### config.mk
export PLATFORM = sky130hd
export DESIGN_NAME = exe_stage_mdu
export DESIGN_NICKNAME = d
export VERILOG_FILES = /design/src/rtl/exe_stage_mdu.sv
export SDC_FILE = /design/constraint.sdc
export NUM_CORES = 2
export LEC_CHECK = 0
export CORE_ASPECT_RATIO = 1.2
export CORE_UTILIZATION = 29
export CTS_CLUSTER_DIAMETER = 50
export DETAILED_ROUTE_END_ITERATION = 12
export GPL_TIMING_DRIVEN = 0
export SLEW_MARGIN = 20
export SYNTH_ARGS = -nofsm -noshare
export SYNTH_HDL_FRONTEND = slang
export SYNTH_SLANG_ARGS = --single-unit
### constraint.sdc
create_clock -name clk -period 9.9 [get_ports clk]
set_input_delay 2.475 -clock clk [delete_from_list [all_inputs] [get_ports clk]]
set_output_delay 2.475 -clock clk [all_outputs]
set_load 0.1 [all_outputs]
### src/rtl/exe_stage_mdu.sv
// Execute stage: ID->EXE register, prioritised forwarding, one-hot ALU and an
// iterative restoring divider. alu_op: 0 add 1 sub 2 slt 3 sltu 4 and 5 nor 6 or 7 xor 8 sll 9 srl 10 sra 11 lui
module exe_stage_mdu #(
  parameter int              XLEN     = 32,
  parameter int              NFWD     = 2,
  parameter logic [XLEN-1:0] RESET_PC = 32'h1c000000
) (
  input  logic                 clk,
  input  logic                 reset,
  input  logic                 flush,
  input  logic                 ds_to_es_valid,
  output logic                 es_allow_in,
  input  logic [XLEN-1:0]      ds_pc,
  input  logic [11:0]          ds_alu_op,
  input  logic                 ds_div_en,
  input  logic                 ds_div_signed,
  input  logic                 ds_div_mod,
  input  logic [XLEN-1:0]      ds_src1,
  input  logic [XLEN-1:0]      ds_src2,
  input  logic [4:0]           ds_raddr1,
  input  logic [4:0]           ds_raddr2,
  input  logic                 ds_sram_en,
  input  logic [3:0]           ds_sram_we,
  input  logic [3:0]           ds_rf_we,
  input  logic [4:0]           ds_rf_waddr,
  input  logic [4*NFWD-1:0]    fwd_we,
  input  logic [5*NFWD-1:0]    fwd_waddr,
  input  logic [XLEN*NFWD-1:0] fwd_wdata,
  input  logic                 ms_allow_in,
  output logic                 es_to_ms_valid,
  output logic [XLEN-1:0]      es_pc,
  output logic                 es_sram_en,
  output logic [3:0]           es_sram_we,
  output logic [XLEN-1:0]      es_sram_addr,
  output logic [XLEN-1:0]      es_sram_wdata,
  output logic [3:0]           es_rf_we,
  output logic [4:0]           es_rf_waddr,
  output logic [XLEN-1:0]      es_rf_wdata,
  output logic                 es_busy
);
  localparam int SHW = $clog2(XLEN);

  typedef enum logic [1:0] {DIV_IDLE, DIV_BUSY, DIV_DONE} div_state_t;

  logic            es_valid;
  logic            es_ready_go;
  logic [XLEN-1:0] pc_r, src1_r, src2_r;
  logic [11:0]     alu_op_r;
  logic            div_en_r, div_signed_r, div_mod_r;
  logic [4:0]      raddr1_r, raddr2_r, rf_waddr_r;
  logic            sram_en_r;
  logic [3:0]      sram_we_r, rf_we_r;

  div_state_t      div_state;
  logic [SHW-1:0]  cnt;
  logic [XLEN-1:0] quo, rem, divisor;
  logic            neg_q, neg_r, div_zero;

  logic [XLEN-1:0] op1, op2, alu_result;
  logic [SHW-1:0]  sa;
  logic            sign1, sign2;
  logic [XLEN-1:0] mag1, mag2, q_fix, r_fix, div_result;
  logic [XLEN:0]   shifted, trial;

  assign es_ready_go    = !div_en_r || (div_state == DIV_DONE);
  assign es_allow_in    = !es_valid || (es_ready_go && ms_allow_in);
  assign es_to_ms_valid = es_valid && es_ready_go;

  always_ff @(posedge clk) begin
    if (!reset) begin
      es_valid     <= 1'b0;
      pc_r         <= RESET_PC;
      alu_op_r     <= '0;
      div_en_r     <= 1'b0;
      div_signed_r <= 1'b0;
      div_mod_r    <= 1'b0;
      src1_r       <= '0;
      src2_r       <= '0;
      raddr1_r     <= '0;
      raddr2_r     <= '0;
      sram_en_r    <= 1'b0;
      sram_we_r    <= '0;
      rf_we_r      <= '0;
      rf_waddr_r   <= '0;
    end else begin
      if (flush)
        es_valid <= 1'b0;
      else if (es_allow_in)
        es_valid <= ds_to_es_valid;
      if (es_allow_in) begin
        pc_r         <= ds_pc;
        alu_op_r     <= ds_alu_op;
        div_en_r     <= ds_div_en;
        div_signed_r <= ds_div_signed;
        div_mod_r    <= ds_div_mod;
        src1_r       <= ds_src1;
        src2_r       <= ds_src2;
        raddr1_r     <= ds_raddr1;
        raddr2_r     <= ds_raddr2;
        sram_en_r    <= ds_sram_en;
        sram_we_r    <= ds_sram_we;
        rf_we_r      <= ds_rf_we;
        rf_waddr_r   <= ds_rf_waddr;
      end
    end
  end

  // Walk from the oldest source down so the youngest matching source wins.
  always_comb begin
    op1 = src1_r;
    op2 = src2_r;
    for (int i = NFWD - 1; i >= 0; i--) begin
      if (fwd_we[4*i +: 4] != 4'b0 && fwd_waddr[5*i +: 5] != 5'd0 && fwd_waddr[5*i +: 5] == raddr1_r)
        op1 = fwd_wdata[XLEN*i +: XLEN];
      if (fwd_we[4*i +: 4] != 4'b0 && fwd_waddr[5*i +: 5] != 5'd0 && fwd_waddr[5*i +: 5] == raddr2_r)
        op2 = fwd_wdata[XLEN*i +: XLEN];
    end
  end

  assign sa = op2[SHW-1:0];

  always_comb begin
    alu_result = '0;
    if (alu_op_r[0])       alu_result = op1 + op2;
    else if (alu_op_r[1])  alu_result = op1 - op2;
    else if (alu_op_r[2])  alu_result = {{(XLEN-1){1'b0}}, $signed(op1) < $signed(op2)};
    else if (alu_op_r[3])  alu_result = {{(XLEN-1){1'b0}}, op1 < op2};
    else if (alu_op_r[4])  alu_result = op1 & op2;
    else if (alu_op_r[5])  alu_result = ~(op1 | op2);
    else if (alu_op_r[6])  alu_result = op1 | op2;
    else if (alu_op_r[7])  alu_result = op1 ^ op2;
    else if (alu_op_r[8])  alu_result = op1 << sa;
    else if (alu_op_r[9])  alu_result = op1 >> sa;
    else if (alu_op_r[10]) alu_result = $signed(op1) >>> sa;
    else if (alu_op_r[11]) alu_result = op2;
  end

  assign sign1   = div_signed_r && op1[XLEN-1];
  assign sign2   = div_signed_r && op2[XLEN-1];
  assign mag1    = sign1 ? ('0 - op1) : op1;
  assign mag2    = sign2 ? ('0 - op2) : op2;
  assign shifted = {rem, quo[XLEN-1]};
  assign trial   = shifted - {1'b0, divisor};

  // Dividend magnitude shifts out of quo into rem while quotient bits shift in.
  always_ff @(posedge clk) begin
    if (!reset) begin
      div_state <= DIV_IDLE;
      cnt       <= '0;
      quo       <= '0;
      rem       <= '0;
      divisor   <= '0;
      neg_q     <= 1'b0;
      neg_r     <= 1'b0;
      div_zero  <= 1'b0;
    end else begin
      unique case (div_state)
        DIV_IDLE: begin
          if (es_valid && div_en_r && !flush) begin
            div_state <= DIV_BUSY;
            cnt       <= '0;
            quo       <= mag1;
            rem       <= '0;
            divisor   <= mag2;
            neg_q     <= sign1 ^ sign2;
            neg_r     <= sign1;
            div_zero  <= (op2 == '0);
          end
        end
        DIV_BUSY: begin
          if (flush) begin
            div_state <= DIV_IDLE;
          end else begin
            if (!trial[XLEN]) begin
              rem <= trial[XLEN-1:0];
              quo <= {quo[XLEN-2:0], 1'b1};
            end else begin
              rem <= shifted[XLEN-1:0];
              quo <= {quo[XLEN-2:0], 1'b0};
            end
            cnt <= cnt + 1'b1;
            if (cnt == SHW'(XLEN - 1))
              div_state <= DIV_DONE;
          end
        end
        DIV_DONE: begin
          if (flush || ms_allow_in)
            div_state <= DIV_IDLE;
        end
        default: div_state <= DIV_IDLE;
      endcase
    end
  end

  assign q_fix      = div_zero ? '1 : (neg_q ? ('0 - quo) : quo);
  assign r_fix      = neg_r ? ('0 - rem) : rem;
  assign div_result = div_mod_r ? r_fix : q_fix;

  assign es_pc         = pc_r;
  assign es_sram_en    = sram_en_r && es_valid;
  assign es_sram_we    = es_valid ? sram_we_r : 4'b0;
  assign es_sram_addr  = alu_result;
  assign es_sram_wdata = op2;
  assign es_rf_we      = es_valid ? rf_we_r : 4'b0;
  assign es_rf_waddr   = rf_waddr_r;
  assign es_rf_wdata   = div_en_r ? div_result : alu_result;
  assign es_busy       = (div_state == DIV_BUSY);

endmodule
== Yosys cells after proc, flatten, opt, wreduce, memory -nomap -nowiden ==
Cells that the tools add are included.

* Logic and storage cells: 123
* Register bits after elaboration: 242
* Input port bits: 222

* Reductions and logical operators: 30
* Magnitude comparators: 2
* Multiplexer cells: 41
* Bitwise operators: 6
* $add $sub $neg: 8
* Eq/ne operators: 11
* Shift-type cells: 3

{| class="wikitable"
|+ Operator list
! kind !! number
|-
| 2-to-1 mux 32 bit || 28
|-
| case mux 32 bit (2 select lines) || 2
|-
| subtractor 1 x 32 -> 32 bit, first input constant || 4
|-
| less-than comparator 32 bit || 2
|-
| subtractor 33 x 32 -> 33 bit || 1
|-
| adder 32 bit || 1
|-
| AND 32 bit || 1
|-
| logical NOT 32 bit || 1
|-
| inverter 32 bit || 1
|-
| OR 32 bit || 1
|-
| left shift 32 x 5 -> 32 bit || 1
|-
| right shift 32 x 5 -> 32 bit || 1
|-
| >>> shifter 32 x 5 -> 32 bit || 1
|-
| subtractor 32 bit || 1
|-
| XOR 32 bit || 1
|-
| == test 5 bit || 4
|-
| logical AND 1 bit || 13
|-
| 2-to-1 mux 5 bit || 2
|-
| case mux 5 bit (2 select lines) || 1
|-
| nonzero test 5 bit || 2
|-
| 2-to-1 mux 2 bit || 4
|-
| 2-to-1 mux 4 bit || 2
|-
| nonzero test 4 bit || 2
|-
| case mux 2 bit (3 select lines) || 1
|-
| other kinds (17) || 23
|}

== Depth between registers and ports, before layout ==
* Word-level depth: 18
* Gate-level depth with buffers: 24

== Worst setup path before layout ==
OpenSTA, ideal clock, no wires.

* Path kind: input -> output
* Start: in fwd_waddr[5]
* End: out es_rf_wdata[20]
* Data arrival time: 11.336 ns
* Setup slack: -3.911 ns
* Data required time: 7.425 ns
* Stages on the path: 19
* Cell sequence: or4_4 -> o211ai_1 -> buf_2 -> nor2_1 -> mux2i_1 -> o21ai_0 -> inv_1 -> ha_1 -> a21o_1 -> a21o_1 -> or3_1 -> or3_1 -> a31oi_1 -> o21bai_1 -> a221o_1 -> xnor2_1 -> o21ai_0 -> a2bb2oi_1 -> a22o_1

* Elaborated cells on any way between the ends: 32
* Classes of those cells: add/sub (2); eq/ne (2); shift (3); mux (17); bitwise (4); reduce/logical (4)

{| class="wikitable"
|+ RTL lines
! what !! RTL line !! RTL
|-
| start, declared || 27 || <nowiki>input logic [5*NFWD-1:0] fwd_waddr,</nowiki>
|-
| nonzero test 5 bit || 115 || <nowiki>if (fwd_we[4*i +: 4] != 4'b0 && fwd_waddr[5*i +: 5] != 5'd0 && fwd_waddr[5*i +: 5] == raddr2_r)</nowiki>
|-
| logical AND 1 bit || 115 ||
|-
| logical AND 1 bit * || 115 ||
|-
| 2-to-1 mux 32 bit * (2 in series) || 115 ||
|-
| net es_sram_wdata[12] || 35 || <nowiki>output logic [XLEN-1:0] es_sram_wdata,</nowiki>
|-
| subtractor 32 bit || 125 || <nowiki>else if (alu_op_r[1]) alu_result = op1 - op2;</nowiki>
|-
| 2-to-1 mux 32 bit || 125 ||
|-
| 2-to-1 mux 32 bit * || 124 || <nowiki>if (alu_op_r[0]) alu_result = op1 + op2;</nowiki>
|-
| net es_sram_addr[20] || 34 || <nowiki>output logic [XLEN-1:0] es_sram_addr,</nowiki>
|-
| 2-to-1 mux 32 bit * || 206 || <nowiki>assign es_rf_wdata = div_en_r ? div_result : alu_result;</nowiki>
|-
| end, declared || 38 || <nowiki>output logic [XLEN-1:0] es_rf_wdata,</nowiki>
|}

The timed path passes the listed nets; every way through them passes the cells marked *.

== Worst setup path in the final report ==
* Start: in fwd_waddr[9]
* End: out es_rf_wdata[0]

* Cells in the longest elaborated chain, start to end: 18
* Elaborated cells on any way between the ends: 34
* Classes of those cells: add/sub (2); order compare (2); eq/ne (2); shift (3); mux (17); bitwise (4); reduce/logical (4)

{| class="wikitable"
|+ Ends and longest elaborated chain
! what !! RTL line !! RTL
|-
| nonzero test 5 bit || 113, 115 ||
|-
| logical AND 1 bit || 113, 115 ||
|-
| logical AND 1 bit, on equally long branches || 113, 115 ||
|-
| 2-to-1 mux 32 bit, on equally long branches (2 in series) || 113, 115 ||
|-
| >>> shifter 32 x 5 -> 32 bit or 2-to-1 mux 32 bit (tied branches) || 134, 135 ||
|-
| 2-to-1 mux 32 bit || 134 || <nowiki>else if (alu_op_r[10]) alu_result = $signed(op1) >>> sa;</nowiki>
|-
| 2-to-1 mux 32 bit || 133 || <nowiki>else if (alu_op_r[9]) alu_result = op1 >> sa;</nowiki>
|-
| 2-to-1 mux 32 bit || 132 || <nowiki>else if (alu_op_r[8]) alu_result = op1 << sa;</nowiki>
|-
| 2-to-1 mux 32 bit || 131 || <nowiki>else if (alu_op_r[7]) alu_result = op1 ^ op2;</nowiki>
|-
| 2-to-1 mux 32 bit || 130 || <nowiki>else if (alu_op_r[6]) alu_result = op1 | op2;</nowiki>
|-
| 2-to-1 mux 32 bit || 129 || <nowiki>else if (alu_op_r[5]) alu_result = ~(op1 | op2);</nowiki>
|-
| 2-to-1 mux 32 bit || 128 || <nowiki>else if (alu_op_r[4]) alu_result = op1 & op2;</nowiki>
|-
| 2-to-1 mux 32 bit || 127 || <nowiki>else if (alu_op_r[3]) alu_result = {{(XLEN-1){1'b0}}, op1 < op2};</nowiki>
|-
| 2-to-1 mux 32 bit || 126 || <nowiki>else if (alu_op_r[2]) alu_result = {{(XLEN-1){1'b0}}, $signed(op1) < $signed(op2)};</nowiki>
|-
| 2-to-1 mux 32 bit || 125 ||
|-
| 2-to-1 mux 32 bit * || 124 ||
|-
| 2-to-1 mux 32 bit * || 206 ||
|}

Mark *: on every way between the ends. The rest lies on a longest branch, timed or not.

==> flow_summary.json <==
{
  "status": "finished with violations",
  "violations": "negative setup slack",
  "overflow": 0,
  "post-route-min-period_ps": 10510,
  "dp_slack_ps": -3810,
  "regArea_um2": 4840,
  "cts_buffers": 34,
  "routabilityCongestion": 1.10,
  "firstDrtPassIters": 10,
  "multiInputGateArea_um2": 21800,
  "drive_gt1_share_pct": 19.3,
  "cts_root_buf": "clkbuf_16",
  "postRouteAntennaNets": 0,
  "synth_top_area_cell": "dfxtp_1",
  "synth-edff-count": 0,
  "dr_total_vias": 35200,
  "critPathMaxFanout": 10,
  "fp.coreArea_um2": 89200,
  "rows": 120,
  "hold_violations": 0,
  "drt_iter0_drc": 4780,
  "wirelength_um": 191000,
  "area_growth_syn_to_layout_pct": 44.7,
  "boundaryPins": 367,
  "leakage_nw": 14.4,
  "seq_area_frac_synth_pct": 18.6,
  "dieWidth_um": 276,
  "drv_slew": 0,
  "clk_path_buf_depth": 3,
  "fmax_ghz": 0.0951,
  "viasPerCell": 6.35,
  "layout_setup_ws_ps": -611,
  "synthArstFlopShare_pct": 0,
  "ys_seq_elements": 242,
  "clock-sinks": 242,
  "dieArea_um2": 91100,
  "p_per_area_nw_per_um2": 163,
  "synth_area_leaders": "dfxtp_1 (19%), nand2_1 (7.8%), a21oi_1 (6.5%)",
  "fin_util_pct": 42.3,
  "max-vdd-ir-drop_mv": 0.120,
  "holdWs_ps": 445,
  "synth_nets": 4068,
  "grt_pass1_vias": 32100,
  "worstSetupPathType": "in2out",
  "antenna_found_initial": 16,
  "die_y_um": 330,
  "grt_pass1_wl_um": 256000,
  "setup_viol": 31,
  "htreeDepth": 2,
  "slew_headroom_pct": 18.2,
  "grt_use_total_pct": 40.2,
  "nFillCells": 9215,
  "syn_area_per_cell_um2": 7.02,
  "wire_per_inst_um": 34.5,
  "rsz0062_at_grt": "yes",
  "ys_warn_count": 0,
  "tightest_slew_ps": 1220,
  "fin_skew_ps": 81.4,
  "syn_inst": 3710,
  "grt_max_degree": 14,
  "port_buffers": 364,
  "end_kind": "output pin",
  "drc": 0,
  "hp-class": "reg2reg",
  "cts_tree": "yes",
  "insertion_delay_ps": 640,
  "timing.final.crit_share_pct": 106,
  "dp_hpwl_um": 140000,
  "critPathLaunchType": "input port",
  "cts.reportedPaths.clkPinSlew_ps": 60,
  "total_power_w": 0.00613,
  "synth_top_area_share_pct": 18.6,
  "cp.required_ps": 7430,
  "synth_area_um2": 26100,
  "cp.arrival_ps": 8040,
  "fin_setup_tns_ps": -5480,
  "yosys.cell_types.count": 99,
  "start_util_pct": 29.2,
  "synthFlopType": "dfxtp_1",
  "maxCapViolCount": 0,
  "nets": 4699
}
## synthesized netlist by cell type (12+ instances only)
cell	n
or3_1	34
inv_1	143
nor2_1	270
o21bai_1	21
dfxtp_1	242
nor2b_1	18
a221o_1	12
nand2b_1	29
o21ai_0	239
and3_1	17
o211ai_1	42
a31oi_1	59
xnor2_1	140
nor3_1	61
o41ai_1	14
a22o_1	19
o221ai_1	19
o21a_1	22
o22ai_1	33
o31ai_1	47
nor4_1	58
a211oi_1	67
a311oi_1	15
a2111oi_0	21
nand4_1	14
clkbuf_1	215
nand3_1	111
or4_1	23
a21oi_1	340
xor2_1	70
buf_2	32
buf_4	13
o21ai_1	19
buf_1	28
ha_1	133
mux2i_1	153
a21o_1	38
a22oi_1	64
nand2_1	540
a221oi_1	34
a31oi_2	21
and2_1	23
mux2_2	12
## routing by layer
layer / GRT usage [%] / part of all wire, % / vias to the layer above
li1: - / - / 14900
met1: 47.8 / 37 / 16800
met2: 59.4 / 41 / 2662
met3: 13.4 / 12 / 826
met4: 31.1 / 9.8 / 8
met5: 0.211 / 0.037 / -
## through the flow
| stage | area (um2) | std cells |
|---|---|---|
| 3_3_place_gp | 32100 | 5233 |
| 4_1_cts | 36200 | 5435 |
| 3_5_place_dp | 32400 | 5243 |
| 2_1_floorplan | 27000 | 3710 |
| 5_1_grt | 37700 | 5525 |
| 6_report | 37700 | 5536 |
## flip-flops by register name, indices dropped and copies added (netlist names), 2 cells and up
| signal | flops |
|---|---|
| es_rf_waddr | 5 |
| src1_r | 32 |
| es_pc | 32 |
| sram_we_r | 4 |
| divisor | 32 |
| raddr1_r | 5 |
| div_state | 2 |
| src2_r | 32 |
| rf_we_r | 4 |
| alu_op_r | 12 |
| quo | 32 |
| raddr2_r | 5 |
| cnt | 5 |
| rem | 32 |
## layout make-up
class                   instances  area share (%)
diodes                         11          0.0730
plain buffers                 274            4.71
clock buffers                  46            2.65
clock inverters                15           0.624
inverters                     156            1.72
multi-input cells            3019            57.9
flip-flops and latches        242            12.9
well taps                    1159            3.85
repair buffers                614            15.6
## worst paths after layout
| check | startpoint | to | slack, ps | cells past startpoint |
|---|---|---|---|---|
| max | fwd_waddr[9] | es_rf_wdata[0] | -610 | 21 |
| min | rf_we_r[3]$_SDFFE_PN0P_ | rf_we_r[3]$_SDFFE_PN0P_ | 440 | 2 |
| max reg2reg | raddr1_r[3]$_SDFFE_PN0P_ | quo[2]$_SDFFE_PN0P_ | 5030 | 16 |
| min reg2reg | rf_we_r[3]$_SDFFE_PN0P_ | rf_we_r[3]$_SDFFE_PN0P_ | 440 | 2 |
## placed cells by master, fill, tap and decap left out, types with 46 or more instances in the layout
cell             count
clkdlybuf4s50_1    283
nor2_1             256
a31oi_4             46
o21ai_0            213
nand2_1            537
a22oi_1             57
clkbuf_1           163
ha_1               103
mux2i_1            138
a21oi_1            322
buf_12              48
xnor2_1            129
nor3_1              56
nor4_1              51
clkbuf_16           46
xor2_1              70
nand3_1            108
buf_4              234
inv_1              123
a211oi_1            58
dfxtp_1            242
## kinds of logic (layout without fill, tap and decap cells)
| kind of cell | after synthesis | after routing | share of synthesized area, % |
|---|---|---|---|
| buffers and inverters | 449 | 1105 | 6.96 |
| other | 0 | 11 | 0 |
| AOI/OAI and AO/OA | 1275 | 1275 | 32.6 |
| and+or+nand+nor | 1228 | 1228 | 21.3 |
| DFF | 242 | 242 | 18.6 |
| muxes | 170 | 170 | 6.83 |
| xor gates and xnor gates | 210 | 210 | 7.06 |
| adders and majority gates | 136 | 136 | 6.62 |
## critical path, cell delays in order
cell       delay [ps]
buf_2             160
xnor2_1           200
and4_1            210
clkbuf_1          270
buf_4             250
buf_2             260
nand3_1           180
a31oi_4           550
ha_4              300
buf_4             170
and2_1            170
a22o_1            230
or3_4             430
a31oi_4           270
o21ai_4            90
a221o_1           450
a2111oi_4         560
o211ai_1          180
buf_4             190
o221ai_4          190
buf_12            210
## report_power, final
| group | leakage [nW] | internal, W | switching, W |
|---|---|---|---|
| registers | 1.99 | 0.00101 | 0.0000285 |
| logic | 11.8 | 0.00117 | 0.00253 |
| clock network | 0.603 | 0.000823 | 0.000564 |
## repair_timing
action / in CTS / in global routing
setup endpoints to repair: 67 / 63
hold endpoints to repair: 0 / 0
pin swaps: 91 / 87
gates cloned: 0 / 1
hold buffers: 0 / 0
buffers inserted: 140 / 100
resized for setup: 727 / 255
Note: power is estimated with default switching activity, not from simulation.
